[src/rtl/mem_arb_pkg.sv]
// Shared types, widths and the round-robin pick helper for the memory arbiter.
package mem_arb_pkg;
  typedef enum logic [1:0] {IDLE, ACCESS, DONE} arb_state_t;

  localparam int ADR_W    = 16;
  localparam int DAT_W    = 16;
  localparam int MAX_CORE = 8;

  // First set bit of req scanning ptr, ptr+1, ... wrapping at ncore.
  function automatic logic [2:0] rr_pick(input logic [MAX_CORE-1:0] req,
                                         input logic [2:0] ptr,
                                         input int ncore);
    logic [2:0] pick;
    logic [2:0] idx;
    logic       found;
    pick  = '0;
    found = 1'b0;
    for (int i = 0; i < MAX_CORE; i++) begin
      idx = 3'((int'(ptr) + i) % ncore);
      if (i < ncore && !found && req[idx]) begin
        pick  = idx;
        found = 1'b1;
      end
    end
    return pick;
  endfunction
endpackage

[src/rtl/lock_table.sv]
// Lock table shared by all cores: per-entry valid/owner, unlock-before-acquire,
// lowest index wins a race, one lock_ac pulse per lock_en assertion.
module lock_table
  import mem_arb_pkg::*;
#(
  parameter int NCORE  = 2,
  parameter int LOCK_W = 4
) (
  input  logic                    clk,
  input  logic                    reset,
  input  logic [NCORE*LOCK_W-1:0] lock_adr,
  input  logic [NCORE-1:0]        lock_en,
  input  logic [NCORE-1:0]        unlock_en,
  output logic [NCORE-1:0]        lock_ac
);
  localparam int DEPTH = 2 ** LOCK_W;
  localparam int ID_W  = $clog2(NCORE);

  logic [DEPTH-1:0] valid, valid_d;
  logic [ID_W-1:0]  owner   [DEPTH];
  logic [ID_W-1:0]  owner_d [DEPTH];
  logic [NCORE-1:0] grant;
  logic [NCORE-1:0] served;

  always_comb begin
    logic [LOCK_W-1:0] a;
    a       = '0;
    valid_d = valid;
    owner_d = owner;
    grant   = '0;
    for (int i = 0; i < NCORE; i++) begin
      a = lock_adr[i*LOCK_W +: LOCK_W];
      if (unlock_en[i] && valid_d[a] && owner_d[a] == ID_W'(i))
        valid_d[a] = 1'b0;
    end
    // Ascending scan: once a lower core takes an entry, higher cores see it owned.
    for (int i = 0; i < NCORE; i++) begin
      a = lock_adr[i*LOCK_W +: LOCK_W];
      if (lock_en[i] && (!valid_d[a] || owner_d[a] == ID_W'(i))) begin
        valid_d[a] = 1'b1;
        owner_d[a] = ID_W'(i);
        grant[i]   = 1'b1;
      end
    end
  end

  always_ff @(posedge clk or negedge reset) begin
    if (!reset) begin
      valid   <= '0;
      served  <= '0;
      lock_ac <= '0;
      for (int e = 0; e < DEPTH; e++) owner[e] <= '0;
    end else begin
      valid   <= valid_d;
      owner   <= owner_d;
      served  <= lock_en & (served | grant);
      lock_ac <= grant & ~served;
    end
  end
endmodule

[src/rtl/mem_arbiter.sv]
// Round-robin arbiter for one single-port memory plus the shared lock table.
//   state  | meaning
//   IDLE   | wait for a request, grant round-robin and latch it
//   ACCESS | drive memory enables for MEM_LAT cycles, capture read data
//   DONE   | pulse ac for the granted core, advance rr pointer
module mem_arbiter
  import mem_arb_pkg::*;
#(
  parameter int NCORE   = 2,
  parameter int MEM_LAT = 2,
  parameter int LOCK_W  = 4
) (
  input  logic                    clk,
  input  logic                    reset,
  input  logic [NCORE-1:0]        req_read,
  input  logic [NCORE-1:0]        req_write,
  input  logic [NCORE*ADR_W-1:0]  req_adr,
  input  logic [NCORE*DAT_W-1:0]  req_wdat,
  output logic [NCORE-1:0]        ac,
  output logic [DAT_W-1:0]        rdat,
  input  logic [NCORE*LOCK_W-1:0] lock_adr,
  input  logic [NCORE-1:0]        lock_en,
  input  logic [NCORE-1:0]        unlock_en,
  output logic [NCORE-1:0]        lock_ac,
  output logic [ADR_W-1:0]        mem_adr,
  output logic [DAT_W-1:0]        mem_wdat,
  output logic                    mem_we,
  output logic                    mem_re,
  input  logic [DAT_W-1:0]        mem_rdat
);
  localparam int ID_W  = $clog2(NCORE);
  localparam int CNT_W = $clog2(MEM_LAT + 1);

  arb_state_t       state, state_d;
  logic [CNT_W-1:0] cnt, cnt_d;
  logic [ID_W-1:0]  id, id_d, rr_ptr, rr_ptr_d, pick;
  logic [ADR_W-1:0] adr_q, adr_d;
  logic [DAT_W-1:0] wdat_q, wdat_d, rdat_d;
  logic             op_write, op_write_d;
  logic [NCORE-1:0] req_any;

  assign req_any  = req_read | req_write;
  assign pick     = ID_W'(rr_pick(MAX_CORE'(req_any), 3'(rr_ptr), NCORE));
  assign mem_adr  = adr_q;
  assign mem_wdat = wdat_q;

  always_comb begin
    state_d    = state;
    cnt_d      = cnt;
    id_d       = id;
    rr_ptr_d   = rr_ptr;
    adr_d      = adr_q;
    wdat_d     = wdat_q;
    op_write_d = op_write;
    rdat_d     = rdat;
    ac         = '0;
    mem_we     = 1'b0;
    mem_re     = 1'b0;
    case (state)
      IDLE: begin
        if (|req_any) begin
          id_d       = pick;
          adr_d      = req_adr[pick*ADR_W +: ADR_W];
          wdat_d     = req_wdat[pick*DAT_W +: DAT_W];
          op_write_d = req_write[pick];   // write wins over a simultaneous read
          cnt_d      = '0;
          state_d    = ACCESS;
        end
      end
      ACCESS: begin
        mem_we = op_write;
        mem_re = ~op_write;
        cnt_d  = cnt + 1'b1;
        if (cnt == CNT_W'(MEM_LAT - 1)) begin
          if (!op_write) rdat_d = mem_rdat;
          state_d = DONE;
        end
      end
      DONE: begin
        ac[id]   = 1'b1;
        rr_ptr_d = (id == ID_W'(NCORE - 1)) ? '0 : id + 1'b1;
        state_d  = IDLE;
      end
      default: state_d = IDLE;
    endcase
  end

  always_ff @(posedge clk or negedge reset) begin
    if (!reset) begin
      state    <= IDLE;
      cnt      <= '0;
      id       <= '0;
      rr_ptr   <= '0;
      adr_q    <= '0;
      wdat_q   <= '0;
      op_write <= 1'b0;
      rdat     <= '0;
    end else begin
      state    <= state_d;
      cnt      <= cnt_d;
      id       <= id_d;
      rr_ptr   <= rr_ptr_d;
      adr_q    <= adr_d;
      wdat_q   <= wdat_d;
      op_write <= op_write_d;
      rdat     <= rdat_d;
    end
  end

  lock_table #(.NCORE(NCORE), .LOCK_W(LOCK_W)) u_lock_table (
    .clk       (clk),
    .reset     (reset),
    .lock_adr  (lock_adr),
    .lock_en   (lock_en),
    .unlock_en (unlock_en),
    .lock_ac   (lock_ac)
  );
endmodule

[config.mk]
export PLATFORM = sky130hd
export DESIGN_NAME = mem_arbiter
export DESIGN_NICKNAME = d
export VERILOG_FILES = /design/src/rtl/mem_arb_pkg.sv /design/src/rtl/lock_table.sv /design/src/rtl/mem_arbiter.sv
export SDC_FILE = /design/constraint.sdc
export NUM_CORES = 1
export LEC_CHECK = 0
export ABC_AREA = 1
export ABC_CLOCK_PERIOD_IN_PS = 5950
export CORE_MARGIN = 2
export CORE_UTILIZATION = 54
export CTS_CLUSTER_SIZE = 10
export DETAILED_ROUTE_END_ITERATION = 16
export PLACE_DENSITY = 0.87
export RECOVER_POWER = 50
export SLEW_MARGIN = 20
export SYNTH_ARGS = -nofsm -noshare
export SYNTH_HDL_FRONTEND = slang
export SYNTH_HIERARCHICAL = 1
export SYNTH_SLANG_ARGS = --single-unit
[constraint.sdc]
create_clock -name clk -period 5.95 [get_ports clk]
set_input_delay 0.595 -clock clk [delete_from_list [all_inputs] [get_ports clk]]
set_output_delay 0.595 -clock clk [all_outputs]
set_load 0.1 [all_outputs]
# Yosys cells after proc, flatten, opt, wreduce, memory -nomap -nowiden
# Cells that the tools add are included.
dict set report totals {
  regBits 91
  out_inout_bits 54
}
dict set report classes {
  n_mux 53
  n_bitwise 19
  eq_ne 5
  addsub 3
  n_shift 2
  order_cmp 13
  reduce_logical 24
}
# operator count
set op_table {}
lappend op_table {{$mux W16} 6}
lappend op_table {{$shiftx A32 B6 Y16} 2}
lappend op_table {{$and A16 B16 Y16} 3}
lappend op_table {{$not A16 Y16} 3}
lappend op_table {{$or A16 B16 Y16} 3}
lappend op_table {{$bmux W1 S4} 7}
lappend op_table {{$mux W1} 28}
lappend op_table {{$demux W1 S4} 4}
lappend op_table {{$logic_and A1 B1 Y1} 12}
lappend op_table {{$ge A5 B5 Y1 const B} 2}
lappend op_table {{$lt A4 B5 Y1 const B} 2}
lappend op_table {{$lt A5 B1 Y1 const B} 2}
lappend op_table {{$not A4 Y5} 2}
lappend op_table {{$ge A4 B1 Y1 const B} 2}
lappend op_table {{$mux W2} 4}
lappend op_table {{$pmux W2 S2} 2}
lappend op_table {{$reduce_and A2 Y1} 3}
lappend op_table {{$and A2 B2 Y2} 2}
lappend op_table {{$eq A2 B1 Y1 const B} 2}
lappend op_table {{$lt A1 B2 Y1 const B} 2}
lappend op_table {{$lt A1 B4 Y1 const B} 1}
lappend op_table {{$lt A3 B4 Y1 const B} 1}
lappend op_table {{$ne A2 B2 Y1 const B} 2}
lappend op_table {{$or A2 B2 Y2} 2}
lappend op_table {{15 further kinds} 20}

# Longest topological paths before layout
# Gate-level depths: netlist of run 1.
dict set report depth {
  depth_word 26
  ltp_mapped 40
  depth_no_buf 35
}

# Cells and area by module
# The synthesis of run 1 kept the hierarchy.
# mod area_per_inst_um2 seq_area_each_um2 instances cells_per_inst
set modules_own_cells {}
lappend modules_own_cells {lock_table 3225.6 900.9 1 549}
lappend modules_own_cells {mem_arbiter 2850.2 1376.3 1 386}

# Worst setup path after synthesis of run 1
# No wires, ideal clock.
dict set report synth_path {
  path_kind {input -> register}
  start {input lock_adr[0]}
  end {register u_lock_table/owner[12] (netlist name)}
  setup_time_ps 117
  required_time_ps 5833
  path_stages 36
  slack_ps 2113
  arrival_time_ps 3720
  cell_sequence {buf_4 > buf_6 > nand2_1 > nand2_1 > nand2_1 > nand2_1 > nand2_1 > nand2_1 > inv_2 > nand2_4 > nand3_2 > buf_6 > o21ai_1 > nand2_1 > nand2_1 > nor2_1 > nor2_1 > nor2_2 > buf_6 > nand2_2 > o21bai_1 > nand2_1 > a21oi_1 > nor2_2 > nand3_4 > buf_6 > nand3_2 > nand3_1 > o21ai_1 > o21ai_1 > nand2_1 > nor2_2 > nand2_4 > buf_12 > nand3_2 > nand2_1}
}
# element line
set synth_lines {}
lappend synth_lines {{start: declaration} mem_arbiter.sv:21} ;# input logic [NCORE*LOCK_W-1:0] lock_adr,
lappend synth_lines {{end signal: assignment} lock_table.sv:55} ;# owner <= owner_d;
lappend synth_lines {{end: declaration} lock_table.sv:20} ;# logic [ID_W-1:0] owner [DEPTH];

==> results of run 1 <==
-- logic make-up after synthesis --
kind of cell	synth area share, %
simple gates	44.4
buf+inv	13.3
flops	37.5
compound gates	4.63
fa+ha+maj	0.206
-- cell usage in the layout, fill, tap and decap left out, types with 10 or more instances in the layout --
cell type / Yosys / routed
sky130_fd_sc_hd__dfrtp_1: 91 / 91
sky130_fd_sc_hd__clkdlybuf4s50_1: 0 / 143
sky130_fd_sc_hd__inv_1: 131 / 131
sky130_fd_sc_hd__nand3_1: 124 / 124
sky130_fd_sc_hd__clkbuf_8: 0 / 10
sky130_fd_sc_hd__nor2_1: 70 / 70
sky130_fd_sc_hd__nand2_1: 386 / 387
sky130_fd_sc_hd__nand3_2: 18 / 18
sky130_fd_sc_hd__o21ai_1: 16 / 16
sky130_fd_sc_hd__o21ai_0: 10 / 10
-- routing by layer --
metal	GRT usage [%]	up-vias	routed length, µm
met5	0	-	0
met4	15.7	0	687
met3	8.47	60	1980
met2	54.5	337	8660
met1	39.1	2901	7140
li1	-	3133	-
-- worst max-delay path by stage --
stage | end | slack, ps | cells past startpoint
after CTS | u_lock_table/owner[7]$_DFF_PN0_ | 750 | 32
after detailed placement | u_lock_table/owner[7]$_DFF_PN0_ | 390 | 32
after floorplan | u_lock_table/owner[12]$_DFF_PN0_ | 2110 | 36
after global routing | u_lock_table/owner[7]$_DFF_PN0_ | 130 | 32
final | u_lock_table/owner[7]$_DFF_PN0_ | 600 | 32
after global placement | u_lock_table/owner[2]$_DFF_PN0_ | 540 | 32
-- flip-flops by register name (all words and copies together), names as in the netlist, 2 cells and up --
signal	flops
rdat	16
mem_wdat	16
u_lock_table/served	2
mem_adr	16
u_lock_table/owner	16
cnt	2
u_lock_table/valid	16
state	2
u_lock_table/lock_ac	2
-- power breakdown --
part / switching, mW / leakage, nW / internal (mW)
sequential: 0.198 / 1.08 / 0.894
clock: 0.215 / 0.110 / 0.247
combinational: 2.12 / 2.92 / 0.661
total: 2.53 / 4.11 / 1.80
-- critical path: cells and delay by family --
kind / cells / cell delay [ps]
buf+inv: 3 / 890
simple gates: 25 / 3270
compound gates: 4 / 830
-- stage by stage --
step / area, µm² / utilization [%]
finish: 7710 / 70.9
global route: 7710 / 70.9
CTS: 7730 / 71.0
detailed placement: 7520 / 69.1
global placement: 7520 / 69.1
floorplan: 6080 / -
-- synthesized netlist by cell type (all sizes together) --
| cell | count |
|---|---|
| a21oi | 4 |
| a31o | 3 |
| buf | 30 |
| clkbuf | 7 |
| clkinv | 1 |
| dfrtp | 91 |
| ha | 1 |
| inv | 138 |
| nand2 | 392 |
| nand3 | 143 |
| nand3b | 1 |
| nand4 | 5 |
| nor2 | 79 |
| o21a | 1 |
| o21ai | 28 |
| o21bai | 3 |
| o22ai | 8 |
-- cell type report --
| class | count | area [µm²] |
|---|---|---|
| Multi-Input combinational cell | 668 | 2980 |
| Timing Repair Buffer | 157 | 1540 |
| Clock buffer | 11 | 141 |
| Fill cell | 952 | 3170 |
| Clock inverter | 4 | 73.8 |
| Sequential cell | 91 | 2280 |
| Tap cell | 140 | 175 |
| Inverter | 139 | 522 |
==> impl_metrics.prom, run 1 <==
# TYPE chip_impl_metric gauge
chip_impl_info{name="hp-class",value="in2async"} 1
chip_impl_metric{name="timing.final.hold_violations",unit=""} 0
chip_impl_metric{name="setup_tns",unit="ps"} 0
chip_impl_info{name="worstReg2RegEnd",value="u_lock_table/owner[7]$_DFF_PN0_"} 1
chip_impl_metric{name="ys_ff_latch",unit=""} 91
chip_impl_metric{name="diodes",unit=""} 0
chip_impl_metric{name="power",unit="mW"} 4.33
chip_impl_info{name="cts-root-buf",value="sky130_fd_sc_hd__clkbuf_8"} 1
chip_impl_metric{name="reg2reg_setup_slack",unit="ps"} 1290
chip_impl_metric{name="post-cts-setup-buffer-count",unit=""} 0
chip_impl_metric{name="pin_count_of_the_biggest_net_entering_global_routing",unit=""} 80
chip_impl_metric{name="unique_cell_type_count_in_the_yosys_netlist",unit=""} 32
chip_impl_metric{name="placement.io_buffers",unit=""} 151
chip_impl_metric{name="synth.yosys.seq_area_share",unit="%"} 37.5
chip_impl_metric{name="clkSlewWorstSetupHoldPaths",unit="ps"} 90
chip_impl_metric{name="syn2layout_area_growth",unit="%"} 27.0
chip_impl_metric{name="vias_per_cell",unit=""} 5.31
chip_impl_metric{name="floorplan.die.width",unit="µm"} 110
chip_impl_metric{name="io-pin-count",unit=""} 152
chip_impl_info{name="crit_type",value="in2reg"} 1
chip_impl_info{name="cts_tree",value="done"} 1
chip_impl_metric{name="htreeDepth",unit=""} 3
chip_impl_metric{name="cts.sinks",unit=""} 91
chip_impl_info{name="grt_setup_unrepaired",value="no"} 1
chip_impl_metric{name="dp.final_hpwl",unit="µm"} 13700
chip_impl_metric{name="placeableCoreArea",unit="µm²"} 10900
chip_impl_metric{name="first_global_vias",unit=""} 6520
chip_impl_metric{name="setup-violations-final",unit=""} 0
chip_impl_metric{name="timing.slew.headroom",unit="%"} -167
chip_impl_metric{name="critical_path.max_stage_delay",unit="ps"} 510
chip_impl_metric{name="vdd_drop_max",unit="V"} 0.000476
chip_impl_metric{name="grt_use_total",unit="%"} 32.6
chip_impl_info{name="timing.critical_path.from",value="lock_adr[0]"} 1
chip_impl_metric{name="detailed_router_s_first_iteration_violation_count",unit=""} 381
chip_impl_metric{name="clock_latency",unit="ps"} 360
chip_impl_info{name="status",value="complete, but fails checks"} 1
chip_impl_metric{name="gp_routability_congestion",unit=""} 1.01
chip_impl_metric{name="postRouteWirelength",unit="µm"} 18500
chip_impl_metric{name="pin_slew_with_the_least_headroom_to_its_limit",unit="ps"} 4000
chip_impl_metric{name="drv_cap",unit=""} 2
chip_impl_info{name="critPathMostFrequentCell",value="sky130_fd_sc_hd__nand2_1"} 1
chip_impl_metric{name="fin_crit_sh",unit="%"} 90.0
chip_impl_metric{name="power_density",unit="nW/µm²"} 561
chip_impl_metric{name="slew_violations",unit=""} 119
chip_impl_metric{name="die_height",unit="µm"} 110
chip_impl_metric{name="synthesis.nets",unit=""} 1034
chip_impl_metric{name="synthesis.area_per_instance",unit="µm²"} 6.50
chip_impl_metric{name="critical_path_required",unit="ps"} 6190
chip_impl_info{name="failed_checks",value="capacitance limit, slew limit"} 1
chip_impl_metric{name="grt_first_pass_wirelength",unit="µm"} 30500
chip_impl_metric{name="yosys.area.top_type_share",unit="%"} 37.5
chip_impl_metric{name="holdWs",unit="ps"} 240
chip_impl_info{name="crit_path_end_kind",value="flop"} 1
chip_impl_metric{name="finalCriticalPeriod",unit="ps"} 5350
chip_impl_metric{name="clk_path_buf_depth",unit=""} 2
chip_impl_metric{name="drt-pass1-iter-count",unit=""} 5
chip_impl_metric{name="globalRoute.totalOverflow",unit=""} 0
chip_impl_metric{name="worstPathMaxFanout",unit=""} 19
chip_impl_metric{name="numPlacedInstances",unit=""} 1195
chip_impl_metric{name="post_cts.resized_instances",unit=""} 0
chip_impl_metric{name="post-place-ws",unit="ps"} 392
chip_impl_metric{name="syn_inst",unit=""} 935
chip_impl_metric{name="route.detailed.drc",unit=""} 0
chip_impl_metric{name="max_freq",unit="MHz"} 187
chip_impl_info{name="critical_path.slowest_cell",value="sky130_fd_sc_hd__nor2_2"} 1
chip_impl_metric{name="routedWlPerCell",unit="µm"} 15.3
chip_impl_metric{name="grt_antenna_before_repair",unit=""} 0
chip_impl_metric{name="netlist_area",unit="µm²"} 6080
chip_impl_metric{name="final_antenna_net_count",unit=""} 0
chip_impl_metric{name="fp.dieArea",unit="µm²"} 12100
chip_impl_info{name="synth.largest_area_cell",value="sky130_fd_sc_hd__dfrtp_1"} 1
chip_impl_metric{name="cp_data_arrival_time",unit="ps"} 5590
chip_impl_metric{name="drive_above_1_share",unit="%"} 5.70
chip_impl_metric{name="finalWorstSetupSlack",unit="ps"} 596
chip_impl_info{name="worstSetupStartpointType",value="input pin"} 1
chip_impl_metric{name="clock-skew-final",unit="ps"} 12.0
chip_impl_metric{name="post_layout_nonfiller_instances",unit=""} 1210
chip_impl_info{name="critical_path.reg2reg.startpoint",value="u_lock_table/owner[9]$_DFF_PN0_"} 1
chip_impl_metric{name="initial_utilization",unit="%"} 55.8
chip_impl_metric{name="num_cts_buffers",unit=""} 9
chip_impl_metric{name="rows",unit=""} 38
chip_impl_metric{name="power_leakage",unit="nW"} 4.11
chip_impl_metric{name="vias",unit=""} 6431
chip_impl_info{name="ys_top_cells_by_area",value="sky130_fd_sc_hd__dfrtp_1 37%, sky130_fd_sc_hd__nand2_1 24%, sky130_fd_sc_hd__nand3_1 10%"} 1
chip_impl_metric{name="num-nets-final",unit=""} 1165
chip_impl_metric{name="ctsHoldBuffers",unit=""} 0
chip_impl_metric{name="ys_warns",unit=""} 6
chip_impl_metric{name="rr_worst_depth",unit=""} 29
No activity file was read; power rests on OpenSTA's default activity.
==> run 2, diff against run 1 <==
--- a/config.mk
+++ b/config.mk
@@ -8,7 +8,6 @@
 export ABC_AREA = 1
 export ABC_CLOCK_PERIOD_IN_PS = 5950
-export CORE_MARGIN = 2
+export CORE_MARGIN = 3
 export CORE_UTILIZATION = 54
-export CTS_CLUSTER_SIZE = 10
 export DETAILED_ROUTE_END_ITERATION = 16
 export PLACE_DENSITY = 0.87
==> constraint.sdc (replaced) <==
create_clock -name clk -period 5.95 [get_ports clk]
set_input_delay 1.4875 -clock clk [delete_from_list [all_inputs] [get_ports clk]]
set_output_delay 1.4875 -clock clk [all_outputs]
set_load 0.1 [all_outputs]
==> impl_metrics.prom, run 2 (synthesis results as in run 1) <==
# TYPE chip_impl_metric gauge
chip_impl_metric{name="floorplan.die.width",unit="µm"} 112
chip_impl_metric{name="number_of_inserted_filler_cells_in_the_final_layout",unit=""} 837
chip_impl_info{name="failed_checks",value="capacitance limit, slew limit"} 1
chip_impl_metric{name="power_density",unit="nW/µm²"} 556
chip_impl_metric{name="dp.final_hpwl",unit="µm"} 15300
chip_impl_metric{name="placeableCoreArea",unit="µm²"} 10900
chip_impl_metric{name="io-pin-count",unit=""} 152
chip_impl_info{name="critical_path.reg2reg.startpoint",value="u_lock_table/owner[10]$_DFF_PN0_"} 1
chip_impl_metric{name="drt-pass1-iter-count",unit=""} 8
chip_impl_metric{name="vias",unit=""} 6914
chip_impl_metric{name="fp.dieArea",unit="µm²"} 12600
chip_impl_metric{name="ctsHoldBuffers",unit=""} 0
chip_impl_metric{name="route.detailed.drc",unit=""} 0
chip_impl_metric{name="reg2reg_setup_slack",unit="ps"} 1480
chip_impl_info{name="critical_path.slowest_cell",value="sky130_fd_sc_hd__clkdlybuf4s50_1"} 1
chip_impl_metric{name="max_freq",unit="MHz"} 176
chip_impl_metric{name="drive_above_1_share",unit="%"} 12.7
chip_impl_metric{name="clk_path_buf_depth",unit=""} 2
chip_impl_metric{name="pin_slew_with_the_least_headroom_to_its_limit",unit="ps"} 2700
chip_impl_metric{name="setup-violations-final",unit=""} 0
chip_impl_metric{name="pin_count_of_the_biggest_net_entering_global_routing",unit=""} 51
chip_impl_metric{name="rr_worst_depth",unit=""} 35
chip_impl_metric{name="globalRoute.totalOverflow",unit=""} 0
chip_impl_metric{name="slew_violations",unit=""} 90
chip_impl_metric{name="htreeDepth",unit=""} 3
chip_impl_metric{name="timing.final.hold_violations",unit=""} 0
chip_impl_metric{name="syn2layout_area_growth",unit="%"} 39.5
chip_impl_metric{name="power_leakage",unit="nW"} 4.53
chip_impl_metric{name="clock_power_share",unit="%"} 12.3
chip_impl_metric{name="clock_latency",unit="ps"} 350
chip_impl_metric{name="worst_hold_path.num_cells",unit=""} 1
chip_impl_metric{name="power",unit="mW"} 4.71
chip_impl_metric{name="worstPathMaxFanout",unit=""} 14
chip_impl_metric{name="rows",unit=""} 38
chip_impl_info{name="crit_path_end_kind",value="flop"} 1
chip_impl_info{name="crit_type",value="in2reg"} 1
chip_impl_metric{name="clkSlewWorstSetupHoldPaths",unit="ps"} 60
chip_impl_metric{name="vias_per_cell",unit=""} 5.39
chip_impl_metric{name="num-nets-final",unit=""} 1236
chip_impl_info{name="cts-root-buf",value="sky130_fd_sc_hd__clkbuf_16"} 1
chip_impl_metric{name="grt_use_total",unit="%"} 32.5
chip_impl_metric{name="postRouteWirelength",unit="µm"} 20800
chip_impl_info{name="cts_tree",value="done"} 1
chip_impl_metric{name="grt_first_pass_wirelength",unit="µm"} 33000
chip_impl_metric{name="first_global_vias",unit=""} 6589
chip_impl_metric{name="placed_cell_area",unit="µm²"} 8010
chip_impl_metric{name="critical_path.max_stage_delay",unit="ps"} 540
chip_impl_metric{name="fin_crit_sh",unit="%"} 95.5
chip_impl_metric{name="setup_tns",unit="ps"} 0
chip_impl_metric{name="seq_power_share",unit="%"} 23.7
chip_impl_info{name="worstReg2RegEnd",value="u_lock_table/valid[5]$_DFF_PN0_"} 1
chip_impl_metric{name="die_height",unit="µm"} 112
chip_impl_metric{name="vdd_drop_max",unit="V"} 0.000668
chip_impl_info{name="final_cell_mix",value="385 x sky130_fd_sc_hd__nand2_1, 131 x sky130_fd_sc_hd__inv_1, 131 x sky130_fd_sc_hd__clkdlybuf4s50_1"} 1
chip_impl_metric{name="comb_power_share",unit="%"} 64.0
chip_impl_metric{name="clock-skew-final",unit="ps"} 6.01
chip_impl_metric{name="final_antenna_net_count",unit=""} 0
chip_impl_metric{name="cp_data_arrival_time",unit="ps"} 5960
chip_impl_info{name="hold-path-endpoint",value="u_lock_table/lock_ac[1]$_DFF_PN0_"} 1
chip_impl_metric{name="critical_path_required",unit="ps"} 6230
chip_impl_metric{name="cts.sinks",unit=""} 91
chip_impl_metric{name="routedWlPerCell",unit="µm"} 16.2
chip_impl_metric{name="timing.slew.headroom",unit="%"} -79.7
chip_impl_metric{name="net_switching",unit="mW"} 2.68
chip_impl_metric{name="diodes",unit=""} 0
chip_impl_metric{name="finalCriticalPeriod",unit="ps"} 5680
chip_impl_metric{name="sw_frac_of_total",unit="%"} 56.9
chip_impl_metric{name="initial_utilization",unit="%"} 55.6
chip_impl_info{name="worstSetupStartpointType",value="input pin"} 1
chip_impl_info{name="critPathMostFrequentCell",value="sky130_fd_sc_hd__nand2_1"} 1
chip_impl_metric{name="drv_cap",unit=""} 2
chip_impl_info{name="status",value="complete, but fails checks"} 1
chip_impl_metric{name="finalInstanceArea",unit="µm²"} 8480
chip_impl_info{name="hold_path_startpoint",value="u_lock_table/served[1]$_DFF_PN0_"} 1
chip_impl_metric{name="int_power",unit="mW"} 2.03
chip_impl_metric{name="detailed_router_s_first_iteration_violation_count",unit=""} 826
chip_impl_info{name="layout_commonest_cell",value="sky130_fd_sc_hd__nand2_1"} 1
chip_impl_metric{name="num_cts_buffers",unit=""} 9
chip_impl_metric{name="grt_antenna_before_repair",unit=""} 0
chip_impl_metric{name="gp_routability_congestion",unit=""} 1.01
chip_impl_metric{name="placement.io_buffers",unit=""} 151
chip_impl_info{name="hp-class",value="reg2reg"} 1
-- run 2: cell count changes in the layout (fill, tap and decap cells not counted), moves of 3 or more --
cell and change:
sky130_fd_sc_hd__o21ai_2 +4, sky130_fd_sc_hd__clkbuf_8 -10, sky130_fd_sc_hd__dlygate4sd3_1 +10, sky130_fd_sc_hd__nor2_4 +4
sky130_fd_sc_hd__clkbuf_16 +9, sky130_fd_sc_hd__nor2_1 -3, sky130_fd_sc_hd__buf_4 +66, sky130_fd_sc_hd__clkdlybuf4s50_1 -12
sky130_fd_sc_hd__o21ai_1 -6
-- run 2: worst max-delay path by stage --
stage | from | endpoint | depth (start not counted)
global placement | lock_adr[0] | u_lock_table/valid[8]$_DFF_PN0_ | 32
CTS | lock_adr[0] | u_lock_table/valid[5]$_DFF_PN0_ | 36
global route | lock_adr[3] | u_lock_table/owner[10]$_DFF_PN0_ | 34
finish | lock_adr[3] | u_lock_table/valid[5]$_DFF_PN0_ | 35
detailed placement | lock_adr[0] | u_lock_table/valid[5]$_DFF_PN0_ | 36
floorplan | lock_adr[0] | u_lock_table/owner[12]$_DFF_PN0_ | 36
-- run 2: final cells by class --
| cell class | instances | area [µm²] | share of cell area (%) |
|---|---|---|---|
| clock inverter | 5 | 60.1 | 0.708 |
| clock buffer | 11 | 233 | 2.75 |
| sequential | 91 | 2280 | 26.9 |
| tap | 140 | 175 | 2.07 |
| multi-input combinational | 671 | 3120 | 36.8 |
| inverter | 139 | 524 | 6.18 |
| timing repair buffer | 225 | 2080 | 24.6 |
-- run 2: power groups by stage --
stage               logic [mW]  clock network, mW  registers [mW]
floorplan                0.969                  0            2.25
global placement          2.91                  0            1.10
detailed placement        2.95                  0            1.11
CTS                       2.96              0.583            1.10
finish                    3.02              0.577            1.12
global route              3.19              0.605            1.14
-- run 2: per-stage QoR --
stage	setup slack (ps)	std cells	hold WS (ps)	utilization [%]
6_report	269	1282	431	77.5
5_1_grt	-6.29	1282	440	77.5
4_1_cts	0.529	1275	429	76.0
3_5_place_dp	-421	1259	420	73.3
3_3_place_gp	-344	1259	419	73.3
2_1_floorplan	1220	935	401	-
-- run 2: metal layers --
layer  vias to the layer above  global-route usage (%)  wire length [µm]
met3                        76                    10.6              2490
met4                         0                    9.62               684
met2                       397                    52.4              9540
met5                         -                       0                 0
met1                      3164                    42.2              8100
li1                       3277                       -                 -
-- run 2: repair_timing --
| action | 4_1_cts | 5_1_grt |
|---|---|---|
| buffers inserted | 0 | 4 |
| hold endpoints to repair | 0 | 0 |
| pin swaps | 0 | 6 |
| endpoints found under the setup margin | 32 | 34 |
| cloned | 0 | 3 |
| resized for setup | 2 | 23 |
-- run 2: critical path: cells and delay by family --
family	cells	cell delay, ps
AND/OR/NAND/NOR	29	3250
buffers and inverters	5	1030
AO/OA/AOI/OAI	1	180
==> run 3, diff against run 2 <==
- TNS_END_PERCENT: unset -> 10
==> results of run 3 <==
No change in the layout: final DEF, timing and power equal those of run 2.
